[src/rtl/alu_pkg.sv]
// rtl/alu_pkg.sv - opcodes, FSM states, flag indices and simple-op evaluator for alu_exec
package alu_pkg;

  localparam logic [2:0] OP_ADD = 3'b000;
  localparam logic [2:0] OP_SUB = 3'b001;
  localparam logic [2:0] OP_AND = 3'b010;
  localparam logic [2:0] OP_OR  = 3'b011;
  localparam logic [2:0] OP_XOR = 3'b100;
  localparam logic [2:0] OP_SHL = 3'b101;
  localparam logic [2:0] OP_SHR = 3'b110;
  localparam logic [2:0] OP_MUL = 3'b111;

  localparam int FLAG_Z = 3;
  localparam int FLAG_N = 2;
  localparam int FLAG_C = 1;
  localparam int FLAG_V = 0;

  typedef enum logic [1:0] {
    ST_IDLE = 2'd0,
    ST_MUL  = 2'd1,
    ST_WB   = 2'd2
  } state_e;

  typedef struct packed {
    logic [7:0] res;
    logic       c;
    logic       v;
  } alu_res_t;

  // Single-cycle ops; opcode 111 evaluates as MOV and is only used when no multiplier exists.
  function automatic alu_res_t alu_simple(input logic [2:0] op, input logic [7:0] a,
                                          input logic [7:0] b);
    alu_res_t   r;
    logic [8:0] w;
    r = '0;
    w = '0;
    case (op)
      OP_ADD: begin
        w     = {1'b0, a} + {1'b0, b};
        r.res = w[7:0];
        r.c   = w[8];
        r.v   = (a[7] == b[7]) && (w[7] != a[7]);
      end
      OP_SUB: begin
        w     = {1'b0, a} - {1'b0, b};
        r.res = w[7:0];
        r.c   = w[8];
        r.v   = (a[7] != b[7]) && (w[7] != a[7]);
      end
      OP_AND: r.res = a & b;
      OP_OR:  r.res = a | b;
      OP_XOR: r.res = a ^ b;
      OP_SHL: begin
        r.res = {a[6:0], 1'b0};
        r.c   = a[7];
      end
      OP_SHR: begin
        r.res = {1'b0, a[7:1]};
        r.c   = a[0];
      end
      default: r.res = b;
    endcase
    return r;
  endfunction

endpackage

[src/rtl/alu_exec_mul.sv]
// rtl/alu_exec_mul.sv - alu_mul8: 8x8 shift-add multiplier, used by alu_exec under ALU_MUL_EN
// product_o is the accumulator value after the current step, so the final step's result is visible.
module alu_mul8 (
  input  logic        clk_i,
  input  logic        rst_n,
  input  logic        load_i,
  input  logic        step_i,
  input  logic [7:0]  a_i,
  input  logic [7:0]  b_i,
  output logic [15:0] product_o
);

  logic [15:0] mcand_q, mcand_d;
  logic [7:0]  mplier_q, mplier_d;
  logic [15:0] acc_q, acc_d;
  logic [15:0] acc_step;

  assign acc_step  = acc_q + (mplier_q[0] ? mcand_q : 16'd0);
  assign product_o = acc_step;

  always_comb begin
    mcand_d  = mcand_q;
    mplier_d = mplier_q;
    acc_d    = acc_q;
    if (load_i) begin
      mcand_d  = {8'd0, a_i};
      mplier_d = b_i;
      acc_d    = 16'd0;
    end else if (step_i) begin
      mcand_d  = {mcand_q[14:0], 1'b0};
      mplier_d = {1'b0, mplier_q[7:1]};
      acc_d    = acc_step;
    end
  end

  always_ff @(posedge clk_i) begin
    if (!rst_n) begin
      mcand_q  <= 16'd0;
      mplier_q <= 8'd0;
      acc_q    <= 16'd0;
    end else begin
      mcand_q  <= mcand_d;
      mplier_q <= mplier_d;
      acc_q    <= acc_d;
    end
  end

endmodule

[src/rtl/alu_exec.sv]
// rtl/alu_exec.sv - 8-bit execute stage with one-cycle register write-back
// ALU_MUL_EN selects the 9-cycle iterative multiply for op 111; otherwise op 111 is MOV.
module alu_exec
  import alu_pkg::*;
(
  input  logic       clk_i,
  input  logic       rst_n,
  input  logic       start_i,
  input  logic [2:0] op_i,
  input  logic [1:0] dst_i,
  input  logic [7:0] ra_i,
  input  logic [7:0] rb_i,
  output logic       busy_o,
  output logic       done_o,
  output logic       wr_o,
  output logic [1:0] ad_o,
  output logic [7:0] rd_o,
  output logic [3:0] flags_o
);

  state_e     state_q;
  logic       done_q;
  logic [1:0] ad_q;
  logic [7:0] rd_q;
  logic [3:0] flags_q;
  alu_res_t   simple;

  assign simple = alu_simple(op_i, ra_i, rb_i);

`ifdef ALU_MUL_EN
  logic        busy_q;
  logic [3:0]  cnt_q;
  logic        mul_load;
  logic        mul_step;
  logic [15:0] product;

  assign mul_load = start_i && (op_i == OP_MUL) && (state_q != ST_MUL);
  assign mul_step = (state_q == ST_MUL);

  alu_mul8 u_mul (
    .clk_i     (clk_i),
    .rst_n     (rst_n),
    .load_i    (mul_load),
    .step_i    (mul_step),
    .a_i       (ra_i),
    .b_i       (rb_i),
    .product_o (product)
  );

  assign busy_o = busy_q;
`else
  assign busy_o = 1'b0;
`endif

  always_ff @(posedge clk_i) begin
    if (!rst_n) begin
      state_q <= ST_IDLE;
      done_q  <= 1'b0;
      ad_q    <= 2'd0;
      rd_q    <= 8'd0;
      flags_q <= 4'd0;
`ifdef ALU_MUL_EN
      busy_q  <= 1'b0;
      cnt_q   <= 4'd0;
`endif
    end else begin
      done_q <= 1'b0;
`ifdef ALU_MUL_EN
      busy_q <= 1'b0;
`endif
      case (state_q)
`ifdef ALU_MUL_EN
        ST_MUL: begin
          // Seventh completed count means the eighth step lands on this edge.
          if (cnt_q == 4'd7) begin
            state_q         <= ST_WB;
            done_q          <= 1'b1;
            rd_q            <= product[7:0];
            flags_q[FLAG_Z] <= (product[7:0] == 8'd0);
            flags_q[FLAG_N] <= product[7];
            flags_q[FLAG_C] <= (product[15:8] != 8'd0);
            flags_q[FLAG_V] <= 1'b0;
          end else begin
            busy_q <= 1'b1;
            cnt_q  <= cnt_q + 4'd1;
          end
        end
`endif
        default: begin
          if (!start_i) begin
            state_q <= ST_IDLE;
`ifdef ALU_MUL_EN
          end else if (op_i == OP_MUL) begin
            state_q <= ST_MUL;
            busy_q  <= 1'b1;
            cnt_q   <= 4'd0;
            ad_q    <= dst_i;
`endif
          end else begin
            state_q         <= ST_WB;
            done_q          <= 1'b1;
            ad_q            <= dst_i;
            rd_q            <= simple.res;
            flags_q[FLAG_Z] <= (simple.res == 8'd0);
            flags_q[FLAG_N] <= simple.res[7];
            flags_q[FLAG_C] <= simple.c;
            flags_q[FLAG_V] <= simple.v;
          end
        end
      endcase
    end
  end

  assign done_o  = done_q;
  assign wr_o    = done_q;
  assign ad_o    = ad_q;
  assign rd_o    = rd_q;
  assign flags_o = flags_q;

endmodule

[config.mk]
export PLATFORM = sky130hd
export DESIGN_NAME = alu_exec
export DESIGN_NICKNAME = d
export VERILOG_FILES = /design/src/rtl/alu_pkg.sv /design/src/rtl/alu_exec_mul.sv /design/src/rtl/alu_exec.sv
export SDC_FILE = /design/constraint.sdc
export NUM_CORES = 1
export LEC_CHECK = 0
export BUFFER_PORTS_ARGS = -buffer_cell sky130_fd_sc_hd__clkbuf_2
export CORE_MARGIN = 2
export CORE_UTILIZATION = 25
export CTS_BUF_LIST = sky130_fd_sc_hd__clkbuf_2 sky130_fd_sc_hd__clkbuf_4 sky130_fd_sc_hd__clkbuf_8
export CTS_CLUSTER_DIAMETER = 200
export DETAILED_ROUTE_END_ITERATION = 12
export GPL_TIMING_DRIVEN = 0
export MAX_ROUTING_LAYER = met4
export REMOVE_ABC_BUFFERS = 1
export SYNTH_ARGS = -nofsm -noshare
export SYNTH_HDL_FRONTEND = slang
export SYNTH_SLANG_ARGS = --single-unit
[constraint.sdc]
create_clock -name clk_i -period 2.1 [get_ports clk_i]
set_clock_uncertainty 0.15 [all_clocks]
set_input_delay 0 -clock clk_i [delete_from_list [all_inputs] [get_ports clk_i]]
set_output_delay 0 -clock clk_i [all_outputs]
set_load 0.02 [all_outputs]
==> results of run 1 <==
==> timing repair <==
action,4_1_cts,5_1_grt
gates resized for setup,14,21
endpoints found under the setup margin,5,7
hold buffers,3,0
buffers inserted,2,1
pin swaps,3,9
hold endpoints to repair,6,0
==> state kept, by name, indices dropped and copies added (netlist names) <==
signal and count:
ad_o 2, done_o 1, flags_o 4, rd_o 7
==> cells by family (layout without fill, tap and decap cells) <==
group	Yosys count	in the layout	synth area share
muxes	7	7	0.04056
other	1	1	0.001814
buffers and inverters	47	75	0.1295
xor gates and xnor gates	8	8	0.03390
adders and majority gates	26	26	0.1647
DFF	14	14	0.1356
AOI/OAI and AO/OA	82	82	0.2875
and+or+nand+nor	82	82	0.2064
==> metal layers <==
layer  routed length, um  track usage  share of wire  vias to the layer above
li1                    -            -              -                     1006
met5                   0            -              0                        -
met4                  55      0.03502         0.0097                        0
met3                 342      0.01277          0.060                        8
met1                2769       0.1755           0.49                      952
met2                2492       0.2069           0.44                       66
==> power by group <==
| part | leakage, nW | internal [mW] | switching [mW] |
|---|---|---|---|
| sequential | 0.115 | 0.284 | 0.00961 |
| clock | 0.0288 | 0.166 | 0.0904 |
| combinational | 0.929 | 0.229 | 0.308 |
==> placed cells by master, fill, tap and decap left out, types with 3 or more instances in the layout <==
cell type,n
inv_2,8
ha_1,18
ha_4,6
dlygate4sd3_1,3
clkbuf_8,4
o21ai_0,9
buf_4,5
nand2b_1,5
nor3_1,5
inv_1,18
a211o_1,3
nor2_1,30
nor2b_1,7
nand2_1,13
or2_1,4
nand3_1,5
a21oi_1,20
mux2i_1,5
a31oi_1,7
dfxtp_1,14
clkbuf_2,34
o211ai_1,5
and3_1,3
xnor2_1,6
o21a_1,4
==> layout make-up <==
| class | count | share of cell area |
|---|---|---|
| Multi-Input combinational cell | 206 | 0.6631 |
| Sequential cell | 14 | 0.1138 |
| Timing Repair Buffer | 45 | 0.1077 |
| Tap cell | 105 | 0.05335 |
| Inverter | 26 | 0.03963 |
| Clock buffer | 4 | 0.02236 |
==> how the worst min path moves through the flow <==
stage | to | slack, ns | cells after the start | start
floorplan | rd_o[6] | -0.03 | 1 | rst_n
global placement | ad_o[1] | 0.09 | 3 | dst_i[1]
detailed placement | ad_o[1] | 0.10 | 3 | dst_i[1]
CTS | rd_o[4] | 0.04 | 3 | start_i
global route | flags_o[3] | 0.1 | 4 | rb_i[6]
finish | rd_o[4] | 0.04 | 3 | start_i
==> critical path: stages <==
cell and delay [ns]:
clkbuf_2 0.12, inv_2 0.06, ha_4 0.29, nor3_4 0.05, or3_4 0.38, xnor2_1 0.13, mux4_2 0.50, o31ai_4 0.28
or2_1 0.15, a21oi_1 0.05
==> stage by stage <==
stage | TNS [ns] | cells | util | hold slack [ns] | setup slack [ns]
global route | 0 | 400 | 0.3027 | 0.09525 | 0.002438
global placement | -2.302 | 390 | 0.2733 | 0.09017 | -0.4977
detailed placement | -2.503 | 390 | 0.2733 | 0.1028 | -0.5229
finish | 0 | 400 | 0.3027 | 0.04331 | 0.05970
floorplan | -0.2019 | 246 | - | -0.03249 | -0.1039
CTS | 0 | 399 | 0.2927 | 0.04484 | 0.01530
==> results.md, run 1 <==
* Post-DP HPWL at 4189 um
* Vias in the first global route at 1933
* Num ports at 41
* MaxCap Viol Count at 0
* Required time of the critical path at 2.06 ns
* R2R Setup Slk at 1.25 ns
* Area occupied by multi-input gates at 1633 um2
* Worst min path class: in -> reg
* Port Buffer Count at 39
* Synth area leaders: ha_1, dfxtp_1, nor2_1
* Max VDD drop at 0.1688 mV
* Worst rel slew slack at 0.5721
* Total CTS buffers at 3
* Fmax at 490.1 MHz
* Worst reg2reg path depth at 2
* Reg clk slew, reported paths at 0.05 ns
* Reg-to-Reg End: rd_o[6]
* CP startpoint kind: primary input
* Clock period minus worst slack at 2.040 ns
* Layout cells sized above 1 at 0.2475
* 1st-iter DRT viols at 136
* Post-route ant nets at 0
* Drt pass-1 iters at 5
* Vias at 2032
* Initial antenna violation count at 0
* Share of the synthesized area in the top cell type at 0.1453
* Core ar. at 8134 um2
* Critical Path AT at 2.00 ns
* Area Growth Syn to Fin at 19.13%
* Final period util at 0.9716
* Pwr/cell area at 441.7 nW/um2
* Status: finished, final reports clean
* Design area at 2462 um2
* Largest net degree at the start of global routing at 38
* Average size of a mapped cell at 7.742 um2
* Top_reg_cell synth: dfxtp_1
* Post-synth top cells: nor2_1, ha_1, inv_1
* ANT cells at 0
* Htree depth at 1
* Root buffer cell: clkbuf_8
* Fill count at 885
* Final Max Slew Viols at 0
* Clock Latency Late Sink at 0.24 ns
* Crit Path Category: in -> reg
* Vias per Instance at 5.080
* Dpl cell area at 2223 um2
* WL final at 5660 um
* Count of endpoints failing setup in the final report at 0
* Avg WL per Cell at 14.15 um
* Worst Setup SP: rb_i[2]
* CTS max path bufs at 2
* Slew @ Worst Pin at 0.6418 ns
* Distinct cell type count after synthesis at 67
* Die ar. at 9012 um2
* Starting Density at 0.2541
* Mapped Area at 2067 um2
* Final Hold Violating Endpoints at 0
* Number of synthesized register bits at 14
* Critical Path End: rd_o[3]
* Nets@finish at 346
* Max Fanout on Critical Path at 3
* Die W at 94.93 um
* DRC viols at 0
* Sequential cell area at 280.3 um2
* FFs w/ async S/R, synth at 0
* CTS tree: built
* Die Ht at 94.93 um
* Synth warn at 0
* Number of synthesized flops with an enable pin at 0
* TritonCTS Sinks at 14
* Final GP Congestion at 0.9206
* RSZ-0062 raised after global routing: true
* # rows at 33
* Syn Inst Count at 267
* Leakage power at 1.073 nW
* GR Overflow Total at 0
* First-pass GRT wire length at 9246 um
* CP endpoint kind: register
* Most common cell in the netlist: nor2_1
* Synth area leader: ha_1
* Seq/Total Area, Yosys at 0.1356
* Worst R2R Start: rd_o[6]
* Pwr Total at 1.088 mW
* GRT Util Overall at 0.1298
No activity file was read; power rests on OpenSTA's default activity.
==> inputs of run 2 (changes only) <==
CORE_UTILIZATION = 42   (was 25)
PLACE_DENSITY = 0.66   (was not set)
==> run 2 against run 1 <==
Net effect: sequential power is essentially flat; routed wire length shrank 5.0%; critical endpoint is now flags_o[3]; first-iteration DRC count shrank 8.1%; maximum frequency grew 0.57%; non-clock buffer count grew 1; largest power group unchanged; count of clock-buffer cells in the layout is the same; clock power is essentially flat; sequential cell count is the same; sequential share of layout area grew 0.21 points; core utilization grew 21 points; final area shrank 1.8%; worst hold slack lost 0.00059 ns.
==> results.md, run 2 (synthesized netlist as in run 1, its figures left out) <==
* Required time of the critical path at 2.13 ns (+0.07 ns)
* Worst reg2reg path depth at 2 (unchanged)
* Setup TNS at 0 ns (unchanged)
* GRT Util Overall at 0.1962 (+0.06640)
* Total CTS buffers at 3 (unchanged)
* Pwr/cell area at 450.1 nW/um2 (+1.9%)
* Post-route ant nets at 0 (unchanged)
* CTS max path bufs at 2 (unchanged)
* Die W at 74.15 um (-22%)
* Final GP Congestion at 0.9132 (-0.80%)
* # rows at 25 (-24%)
* Area Growth Syn to Fin at 17.01%
* Htree depth at 1 (unchanged)
* Critical Path AT at 2.06 ns (+0.06 ns)
* Final Hold Violating Endpoints at 0 (unchanged)
* Reg-to-Reg End: rd_o[6]
* Min-Delay Path Depth at 3 (unchanged)
* Worst R2R Start: rd_o[6]
* Post-DP HPWL at 3784 um (-9.7%)
* Final Max Slew Viols at 0 (unchanged)
* Worst hold path startpoint: start_i
* Count of endpoints failing setup in the final report at 0 (unchanged)
* Commonest non-fill, non-tap cell in the layout: clkbuf_2
* DRC viols at 0 (unchanged)
* WL final at 5379 um (-5.0%)
* GR Overflow Total at 0 (unchanged)
* Starting Density at 0.4376 (+0.1835)
* ANT cells at 0 (unchanged)
* Final period util at 0.9661 (-0.005471)
* Die Ht at 74.15 um (-22%)
* Root buffer cell: clkbuf_8
* Vias at 2055 (+1.1%)
* Clock Latency Late Sink at 0.25 ns (about the same)
* Layout cells sized above 1 at 0.2500 (+0.002542)
* Leakage power at 1.078 nW (+0.43%)
* Crit-path cells: buf_4 > inv_2 > ha_4 > buf_4 > a211o_1 > a31oi_1 > nor2_1 > or4b_1 > o211ai_1 > nand4b_1 > o21ai_1
* Max VDD drop at 0.2065 mV (+22%)
* Worst min path class: in -> reg
* Max Fanout on Critical Path at 5 (+2)
* Max reg flops at 7 (unchanged)
* Drt pass-1 iters at 4 (-1)
* Vias in the first global route at 1725 (-11%)
* Num ports at 41 (unchanged)
* RSZ-0062 raised after global routing: true
* Nets@finish at 347 (+0.29%)
* Clock period minus worst slack at 2.029 ns (-0.01149 ns)
* Crit path largest cell delay at 0.51 ns (about the same)
* Vias per Instance at 5.661 (+11%)
* MaxCap Viol Count at 0 (unchanged)
* Worst hold margin at 0.04271 ns (-0.0005948 ns)
* Hold Path End: rd_o[4]
* Worst rel slew slack at 0.5710 (-0.001164)
* Status: finished, final reports clean
* Final Instance Count excl. Fillers at 363 (-9.3%)
* Slew @ Worst Pin at 0.6435 ns (+0.001745 ns)
* Slowest-stage cell, CP: or4b_1
* Pwr Total at 1.089 mW (about the same)
* Crit Path Category: in -> reg
* Avg WL per Cell at 14.82 um (+4.7%)
* Reg clk slew, reported paths at 0.05 ns (about the same)
* Die ar. at 5498 um2 (-39%)
* CP startpoint kind: primary input
* DP Worst Slack at -0.5070 ns (+0.01588 ns)
* Port Buffer Count at 39 (unchanged)
* Initial antenna violation count at 0 (unchanged)
* Largest net degree at the start of global routing at 38 (unchanged)
* Most frequent cells in the layout: clkbuf_2, nor2_1, a21oi_1
* CTS tree: built
* Final worst slack at 0.07119 ns (+0.01149 ns)
* Dpl cells at 352 (-9.7%)
* 1st-iter DRT viols at 125 (-8.1%)
* CP endpoint kind: register
* Most used cell along the critical path: buf_4
* First-pass GRT wire length at 8300 um (-10%)
* TritonCTS Sinks at 14 (unchanged)
* Core ar. at 4723 um2 (-42%)
* Fmax at 492.9 MHz (+0.57%)
* R2R Setup Slk at 1.25 ns (about the same)
==> run 2: worst max-delay path by stage <==
stage               slack (ns)  depth (start not counted)    endpoint  startpoint
finish                    0.07                         11  flags_o[3]     rb_i[1]
global route             -0.08                          8  flags_o[3]     op_i[2]
CTS                      0.008                         10  flags_o[3]     ra_i[0]
detailed placement       -0.51                         10  flags_o[3]     ra_i[2]
global placement         -0.48                         10  flags_o[3]     ra_i[2]
floorplan                -0.10                          9     rd_o[3]     rb_i[2]
==> run 2: repair_timing <==
action,CTS,global route
hold buffers,3,0
setup buffers,2,2
setup endpoints to repair,4,4
hold endpoints to repair,6,0
resized for setup,14,19
pin swaps,2,7
==> run 2: power breakdown <==
group,leakage [nW],internal [mW],switching [mW]
clock,0.0288,0.166,0.0925
sequential,0.115,0.284,0.00889
combinational,0.934,0.231,0.306
==> run 2: area by class of cell <==
class / count / area, um2
Tap cell: 67 / 83.83
Timing Repair Buffer: 46 / 272.8
Multi-Input combinational cell: 206 / 1629
Fill cell: 458 / 2305
Clock buffer: 4 / 55.05
Inverter: 26 / 97.59
Sequential cell: 14 / 280.3
==> run 2: per-layer routing <==
| layer | vias up | global-route usage | routed length [um] |
|---|---|---|---|
| met1 | 986 | 0.2712 | 2552 |
| met4 | 0 | 0.06263 | 55 |
| met2 | 56 | 0.3075 | 2572 |
| met3 | 6 | 0.009485 | 199 |
| met5 | - | - | 0 |
| li1 | 1007 | - | - |
==> run 2: per-stage QoR <==
step	cell area (um2)	utilization
after global routing	2419	0.5121
final	2419	0.5121
after CTS	2341	0.4956
after detailed placement	2176	0.4607
after floorplan	1897	-
after global placement	2176	0.4607
==> run 2: worst max-delay path, delay by kind of cell <==
family | cells | cell delay, ns
buf+inv | 3 | 0.36
compound gates | 4 | 0.77
simple gates | 3 | 0.73
fa+ha+maj | 1 | 0.21
